===== src/rtl/spi_tx_arbiter_if.sv =====
// Bundles the two requester ports and the shifter port of spi_tx_arbiter.
// master is the arbiter side; slave is the requester/shifter environment side.
interface spi_tx_arbiter_if #(
  parameter int unsigned LEN_W = 4
);
  logic             req0;
  logic [LEN_W-1:0] len0;
  logic [7:0]       data0;
  logic             rd0;
  logic             done0;

  logic             req1;
  logic [LEN_W-1:0] len1;
  logic [7:0]       data1;
  logic             rd1;
  logic             done1;

  logic [1:0]       grant;
  logic             spi_cs;
  logic [7:0]       spi_data;
  logic             spi_valid;
  logic             busy;
  logic             err;

  modport master (
    input  req0, len0, data0, req1, len1, data1, spi_valid,
    output rd0, done0, rd1, done1, grant, spi_cs, spi_data, busy, err
  );

  modport slave (
    output req0, len0, data0, req1, len1, data1, spi_valid,
    input  rd0, done0, rd1, done1, grant, spi_cs, spi_data, busy, err
  );
endinterface


===== src/rtl/spi_tx_arbiter.sv =====
// Round-robin arbiter sharing one SPI byte shifter between two frame requesters,
// with a one-byte prefetch, per-byte timeout abort and a chip-select gap between frames.
module spi_tx_arbiter #(
  parameter int unsigned CS_GAP  = 4,
  parameter int unsigned TIMEOUT = 1024,
  parameter int unsigned LEN_W   = 4
) (
  input  logic             clk,
  input  logic             reset,
  spi_tx_arbiter_if.master bus
);

  localparam int unsigned DATA_W = 8;
  localparam int unsigned TMO_W  = (TIMEOUT > 2) ? $clog2(TIMEOUT) : 1;
  localparam int unsigned GAP_W  = (CS_GAP > 2) ? $clog2(CS_GAP) : 1;
  localparam logic [TMO_W-1:0] TMO_LAST = TMO_W'(TIMEOUT - 1);
  localparam logic [GAP_W-1:0] GAP_LAST = GAP_W'(CS_GAP - 1);

  typedef enum logic [1:0] {
    IDLE  = 2'd0,
    LOAD  = 2'd1,
    SHIFT = 2'd2,
    GAP   = 2'd3
  } state_t;

  state_t              state;
  logic [1:0]          grant_q;
  logic                cs_q;
  logic [DATA_W-1:0]   data_q;
  logic [1:0]          rd_q;
  logic [1:0]          done_q;
  logic                err_q;
  logic                busy_q;
  logic                last_one;    // 1: requester 1 was granted most recently
  logic [LEN_W-1:0]    len_q;
  logic [LEN_W-1:0]    remaining;   // bytes still to be placed on spi_data
  logic [DATA_W-1:0]   pf_data;
  logic                pf_full;
  logic [TMO_W-1:0]    tmo_cnt;
  logic [GAP_W-1:0]    gap_cnt;

  logic                pick1;
  logic [1:0]          pick_oh;
  logic [LEN_W-1:0]    len_sel;
  logic [DATA_W-1:0]   data_sel;
  logic                rd_pending;

  // Requester 1 wins when alone, or on a tie when requester 0 was served last.
  assign pick1      = bus.req1 && (!bus.req0 || !last_one);
  assign pick_oh    = pick1 ? 2'b10 : 2'b01;
  assign len_sel    = pick1 ? bus.len1 : bus.len0;
  assign data_sel   = grant_q[1] ? bus.data1 : bus.data0;
  assign rd_pending = |rd_q;

  always_ff @(posedge clk or negedge reset) begin
    if (!reset) begin
      state     <= IDLE;
      grant_q   <= 2'b00;
      cs_q      <= 1'b1;
      data_q    <= '0;
      rd_q      <= 2'b00;
      done_q    <= 2'b00;
      err_q     <= 1'b0;
      busy_q    <= 1'b0;
      last_one  <= 1'b1;
      len_q     <= '0;
      remaining <= '0;
      pf_data   <= '0;
      pf_full   <= 1'b0;
      tmo_cnt   <= '0;
      gap_cnt   <= '0;
    end else begin
      rd_q   <= 2'b00;
      done_q <= 2'b00;
      err_q  <= 1'b0;

      case (state)
        IDLE: begin
          cs_q <= 1'b1;
          if (bus.req0 || bus.req1) begin
            grant_q  <= pick_oh;
            last_one <= pick1;
            len_q    <= len_sel;
            busy_q   <= 1'b1;
            if (len_sel == '0) begin
              done_q  <= pick_oh;
              gap_cnt <= '0;
              state   <= GAP;
            end else begin
              // First byte is popped during LOAD and captured at its end.
              rd_q  <= pick_oh;
              state <= LOAD;
            end
          end
        end

        LOAD: begin
          cs_q      <= 1'b1;
          data_q    <= data_sel;
          remaining <= len_q - LEN_W'(1);
          pf_full   <= 1'b0;
          tmo_cnt   <= '0;
          state     <= SHIFT;
        end

        SHIFT: begin
          cs_q <= 1'b0;
          if (bus.spi_valid) begin
            tmo_cnt <= '0;
            if (remaining == '0) begin
              cs_q    <= 1'b1;
              done_q  <= grant_q;
              pf_full <= 1'b0;
              gap_cnt <= '0;
              state   <= GAP;
            end else begin
              // A pop still in flight is taken straight from the requester.
              data_q    <= pf_full ? pf_data : data_sel;
              pf_full   <= 1'b0;
              remaining <= remaining - LEN_W'(1);
            end
          end else if (tmo_cnt == TMO_LAST) begin
            cs_q    <= 1'b1;
            err_q   <= 1'b1;
            done_q  <= grant_q;
            pf_full <= 1'b0;
            gap_cnt <= '0;
            state   <= GAP;
          end else begin
            tmo_cnt <= tmo_cnt + TMO_W'(1);
            if (rd_pending) begin
              pf_data <= data_sel;
              pf_full <= 1'b1;
            end else if ((remaining != '0) && !pf_full) begin
              rd_q <= grant_q;
            end
          end
        end

        GAP: begin
          cs_q <= 1'b1;
          if (gap_cnt == GAP_LAST) begin
            grant_q <= 2'b00;
            busy_q  <= 1'b0;
            state   <= IDLE;
          end else begin
            gap_cnt <= gap_cnt + GAP_W'(1);
          end
        end

        default: begin
          cs_q    <= 1'b1;
          grant_q <= 2'b00;
          busy_q  <= 1'b0;
          state   <= IDLE;
        end
      endcase
    end
  end

  assign bus.rd0      = rd_q[0];
  assign bus.rd1      = rd_q[1];
  assign bus.done0    = done_q[0];
  assign bus.done1    = done_q[1];
  assign bus.grant    = grant_q;
  assign bus.spi_cs   = cs_q;
  assign bus.spi_data = data_q;
  assign bus.busy     = busy_q;
  assign bus.err      = err_q;

endmodule


===== src/flat_wrapper.sv =====
// flat-port wrapper written by rule: the top's interface ports become plain ports
module spi_tx_arbiter_flat 
#(
  parameter int unsigned CS_GAP  = 4,
  parameter int unsigned TIMEOUT = 1024,
  parameter int unsigned LEN_W   = 4
)
  (clk, reset, bus_req0, bus_len0, bus_data0, bus_req1, bus_len1, bus_data1, bus_spi_valid, bus_rd0, bus_done0, bus_rd1, bus_done1, bus_grant, bus_spi_cs, bus_spi_data, bus_busy, bus_err);
  spi_tx_arbiter_if #(.LEN_W(LEN_W)) bus_i ();
  input  logic clk;
  input  logic reset;
  input wire logic [$bits(bus_i.req0)-1:0] bus_req0;
  input wire logic [$bits(bus_i.len0)-1:0] bus_len0;
  input wire logic [$bits(bus_i.data0)-1:0] bus_data0;
  input wire logic [$bits(bus_i.req1)-1:0] bus_req1;
  input wire logic [$bits(bus_i.len1)-1:0] bus_len1;
  input wire logic [$bits(bus_i.data1)-1:0] bus_data1;
  input wire logic [$bits(bus_i.spi_valid)-1:0] bus_spi_valid;
  output wire logic [$bits(bus_i.rd0)-1:0] bus_rd0;
  output wire logic [$bits(bus_i.done0)-1:0] bus_done0;
  output wire logic [$bits(bus_i.rd1)-1:0] bus_rd1;
  output wire logic [$bits(bus_i.done1)-1:0] bus_done1;
  output wire logic [$bits(bus_i.grant)-1:0] bus_grant;
  output wire logic [$bits(bus_i.spi_cs)-1:0] bus_spi_cs;
  output wire logic [$bits(bus_i.spi_data)-1:0] bus_spi_data;
  output wire logic [$bits(bus_i.busy)-1:0] bus_busy;
  output wire logic [$bits(bus_i.err)-1:0] bus_err;
  assign bus_i.req0 = bus_req0;
  assign bus_i.len0 = bus_len0;
  assign bus_i.data0 = bus_data0;
  assign bus_i.req1 = bus_req1;
  assign bus_i.len1 = bus_len1;
  assign bus_i.data1 = bus_data1;
  assign bus_i.spi_valid = bus_spi_valid;
  assign bus_rd0 = bus_i.rd0;
  assign bus_done0 = bus_i.done0;
  assign bus_rd1 = bus_i.rd1;
  assign bus_done1 = bus_i.done1;
  assign bus_grant = bus_i.grant;
  assign bus_spi_cs = bus_i.spi_cs;
  assign bus_spi_data = bus_i.spi_data;
  assign bus_busy = bus_i.busy;
  assign bus_err = bus_i.err;
  spi_tx_arbiter #(.CS_GAP(CS_GAP), .TIMEOUT(TIMEOUT), .LEN_W(LEN_W)) u_core (.clk(clk), .reset(reset), .bus(bus_i));
endmodule

===== config.mk =====
export PLATFORM = sky130hd
export DESIGN_NAME = spi_tx_arbiter_flat
export DESIGN_NICKNAME = d
export VERILOG_FILES = /design/src/rtl/spi_tx_arbiter_if.sv /design/src/rtl/spi_tx_arbiter.sv /design/src/flat_wrapper.sv
export SDC_FILE = /design/constraint.sdc
export NUM_CORES = 1
export LEC_CHECK = 0
export ABC_AREA = 0
export CORE_ASPECT_RATIO = 2
export CORE_MARGIN = 8
export CORE_UTILIZATION = 56
export CTS_CLUSTER_DIAMETER = 40
export DETAILED_ROUTE_END_ITERATION = 10
export GPL_TIMING_DRIVEN = 0
export HOLD_SLACK_MARGIN = 0.08
export MAX_ROUTING_LAYER = met4
export PLACE_DENSITY = 0.86
export SLEW_MARGIN = 20
export SYNTH_ARGS = -nofsm -noshare
export SYNTH_HDL_FRONTEND = slang
export SYNTH_SLANG_ARGS = --single-unit

===== constraint.sdc =====
create_clock -name clk -period 5.5 [get_ports clk]
set_clock_uncertainty 0.15 [all_clocks]
set_input_delay 1.65 -clock clk [delete_from_list [all_inputs] [get_ports clk]]
set_output_delay 1.65 -clock clk [all_outputs]
set_load 0.05 [all_outputs]

==> reports/metrics.csv <==
metric,value,unit
status,"complete, no violations",
part of the power in combinational logic,0.534,
class of the worst hold path,flip-flop to flip-flop,
largest net degree at the start of global routing,35,
Post-DP Area,3120,um^2
Final Critical Period,3.51,ns
Crit path required time,5.55,ns
grt ovf,0,
routed length per instance,17.3,um
Top Family by Delay on Critical Path,buffers and inverters,
# Max-Cap Violations,0,
# H-tree levels,2,
Final setup viols,0,
CORE AREA,4510,um^2
Setup TNS Final,0,ns
power density cells,573,nW/um^2
CTS max path bufs,2,
CP Data Arrival Time,3.56,ns
Worst Path Max Fanout,10,
Pleak,1.41,nW
Reg power frac,0.324,
first-pass GRT wire length,10.6,mm
vias per inst,6.05,
RSZ-0062 raised after global routing,false,
Syn-to-layout area delta,25.1,%
DRC,0,
CTS tree,yes,
Buffers & Inverters on Critical Path,2,
"FF+latch count, synth",49,
nets,348,
Num CTS Buffers,5,
"EDFF count, synth",0,
Antenna diodes,0,
Clock transition at path regs,0.10,ns
final number of max-transition violations,0,
die area,7170,um^2
Routed WL,6.36,mm
synth unique cells,52,
FP Rows,35,
routability cong.,0.824,
Post-CTS Setup Bufs,0,
post-route ant nets,0,
f_max,0.285,GHz
CTS root buffer,clkbuf_8,
Critical Path Source Type,primary input,
post_cts resized,0,
initial antenna violation count,0,
total internal power,1.01,mW
dpl hpwl,4.76,mm
share of cells above drive strength 1,0.0929,
fin crit share,0.638,
final instance area,3230,um^2
WS Path Type,primary input to flip-flop,
clk_lat worst skew,0.31,ns
Setup crit end kind,flip-flop,
Die X,64.0,um
async set-reset flop share out of synthesis,1.00,
critical path's slowest cell,o41ai_1,
total number of yosys warnings,0,
CTS Sinks,49,
syn nets,295,
All-Layer GR Usage,0.183,
Post-Syn Area,2580,um^2
switch share,0.453,
Clock power frac,0.142,
top_reg_cell synth,dfrtp_1,
final hold vios,0,
FF-to-FF path depth,9,
Hold Buf Count CTS,0,
Post-Syn Instances,258,
Slew @ Worst Pin,0.637,ns
NetSw,839,uW
io pins,46,
vias in the first global route,2244,
Via Count,2221,
DRT Pass-1 Iters,4,
DIE HEIGHT,112,um
post-synthesis sequential area ratio,0.476,
VDD IR max,0.381,mV
CP max stage delay,0.56,ns
Iter 0 DRT Violations,165,
Avg Inst Size Synth,10.0,um^2
Starting Density,0.573,
hold path depth,2,
cells along the critical path,clkdlybuf4s50_1 -> nand2b_1 -> o41ai_1 -> buf_2 -> nor4_1 -> o21a_1,
Worst path depth,6,
Port Buffer Count,45,
# fillers,322,
Slew headroom,0.576,
-- per-stage QoR --
step	worst slack, ns	utilization	hold WS, ns	power (mW)	instances
2_1_floorplan	2.38	-	0.299	1.29	258
3_3_place_gp	1.31	0.688	0.323	1.54	358
3_5_place_dp	1.67	0.691	0.342	1.58	359
4_1_cts	1.99	0.717	0.366	1.86	367
5_1_grt	1.90	0.717	0.406	1.97	367
6_report	1.99	0.717	0.385	1.85	367
-- sequential cells by signal (all words and copies together), names as in the netlist --
register	flops
u_core.len_q	4
u_core.done_q	2
u_core.bus.spi_cs	1
u_core.bus.busy	1
u_core.pf_full	1
u_core.rd_q	2
u_core.gap_cnt	2
u_core.last_one	1
u_core.bus.grant	2
u_core.bus.spi_data	8
u_core.state	2
u_core.remaining	4
u_core.tmo_cnt	10
u_core.pf_data	8
u_core.bus.err	1
-- layer usage --
layer / track usage / part of all wire / up-vias
met5: - / 0 / -
met4: 0.0630 / 0.014 / 0
met3: 0.0279 / 0.038 / 8
met2: 0.302 / 0.52 / 57
met1: 0.219 / 0.43 / 1092
li1: - / - / 1064
-- worst paths after layout --
check,start,to,slack [ns]
setup / recovery,bus_spi_valid,u_core.tmo_cnt[9]$_DFFE_PN0P_,1.99
hold / removal,u_core.len_q[0]$_DFFE_PN0P_,u_core.len_q[0]$_DFFE_PN0P_,0.38
setup reg to reg,u_core.state[0]$_DFFE_PN0P_,u_core.remaining[2]$_DFFE_PN0P_,3.00
hold reg to reg,u_core.len_q[0]$_DFFE_PN0P_,u_core.len_q[0]$_DFFE_PN0P_,0.38
max in group asynchronous,reset,u_core.bus.spi_cs$_DFF_PN1_,3.53
min in group asynchronous,reset,u_core.tmo_cnt[3]$_DFFE_PN0P_,1.11
-- cells in the mapped netlist, types with 3 or more instances --
cell type	instances	area, um^2
nor4_1	5	31.3
nor2_1	22	82.6
clkbuf_1	7	26.3
dfrtp_1	47	1180
mux2_2	3	33.8
mux2i_1	18	180
buf_2	3	15.0
nor2b_1	5	31.3
o31ai_1	4	30.0
a21boi_1	4	30.0
a21o_1	3	22.5
inv_1	6	22.5
o21ai_0	16	80.1
ha_1	8	100
nand2_1	24	90.1
a21oi_1	25	125
nor3_1	6	30.0
nand3_1	5	25.0
-- cells by family (layout without fill, tap and decap cells) --
family | Yosys count | count (layout) | synth area share
buffers and inverters | 18 | 72 | 0.0276
AND/OR/NAND/NOR | 84 | 84 | 0.170
AO/OA/AOI/OAI | 76 | 76 | 0.195
adder cells (fa/ha/maj) | 8 | 8 | 0.0388
multiplexers | 23 | 23 | 0.0930
flip-flops | 49 | 49 | 0.476
-- cell usage in the layout, fill, tap and decap left out, types with 2 or more instances in the layout --
| cell | instances |
|---|---|
| a211oi_1 | 2 |
| a21boi_1 | 4 |
| a21o_1 | 3 |
| a21oi_1 | 25 |
| a31o_2 | 2 |
| a31oi_1 | 2 |
| and3_1 | 2 |
| buf_2 | 4 |
| clkbuf_1 | 7 |
| clkbuf_8 | 5 |
| clkdlybuf4s50_1 | 44 |
| dfrtp_1 | 47 |
| dfstp_2 | 2 |
| ha_1 | 8 |
| inv_1 | 6 |
| mux2_2 | 3 |
| mux2i_1 | 18 |
| nand2_1 | 24 |
| nand2b_1 | 2 |
| nand3_1 | 5 |
| nor2_1 | 22 |
| nor2b_1 | 5 |
| nor3_1 | 6 |
| nor4_1 | 5 |
| nor4_2 | 2 |
| o21ai_0 | 16 |
| o22ai_1 | 2 |
| o311ai_0 | 2 |
| o31ai_1 | 4 |
| o41ai_1 | 2 |
| or2_2 | 2 |
| or3_1 | 2 |
| or4_1 | 2 |
-- power by group through the flow --
stage | Sequential (mW) | Clock [mW] | Combinational (mW)
floorplan | 0.750 | 0 | 0.543
global placement | 0.590 | 0 | 0.947
detailed placement | 0.600 | 0 | 0.984
CTS | 0.596 | 0.268 | 0.992
global route | 0.614 | 0.279 | 1.08
finish | 0.599 | 0.263 | 0.989
-- final cells by class --
class / instances / area (um^2) / area share
Buffer: 11 / 45.0 / 0.0139
Clock buffer: 5 / 68.8 / 0.0213
Multi-Input combinational cell: 191 / 1280 / 0.397
Sequential cell: 49 / 1230 / 0.380
Inverter: 7 / 26.3 / 0.00813
Clock inverter: 3 / 46.3 / 0.0143
Timing Repair Buffer: 46 / 465 / 0.144
Tap cell: 55 / 68.8 / 0.0213
-- worst register-to-register path, cell delays in order (launching register included) --
cell and delay [ns]:
dfrtp_1 0.44, inv_1 0.12, ha_1 0.14, buf_2 0.20, buf_1 0.43, mux2i_1 0.31
ha_1 0.22, nand2b_1 0.11, a21oi_1 0.07, a211oi_1 0.22
(Power assumes the default switching activity.)
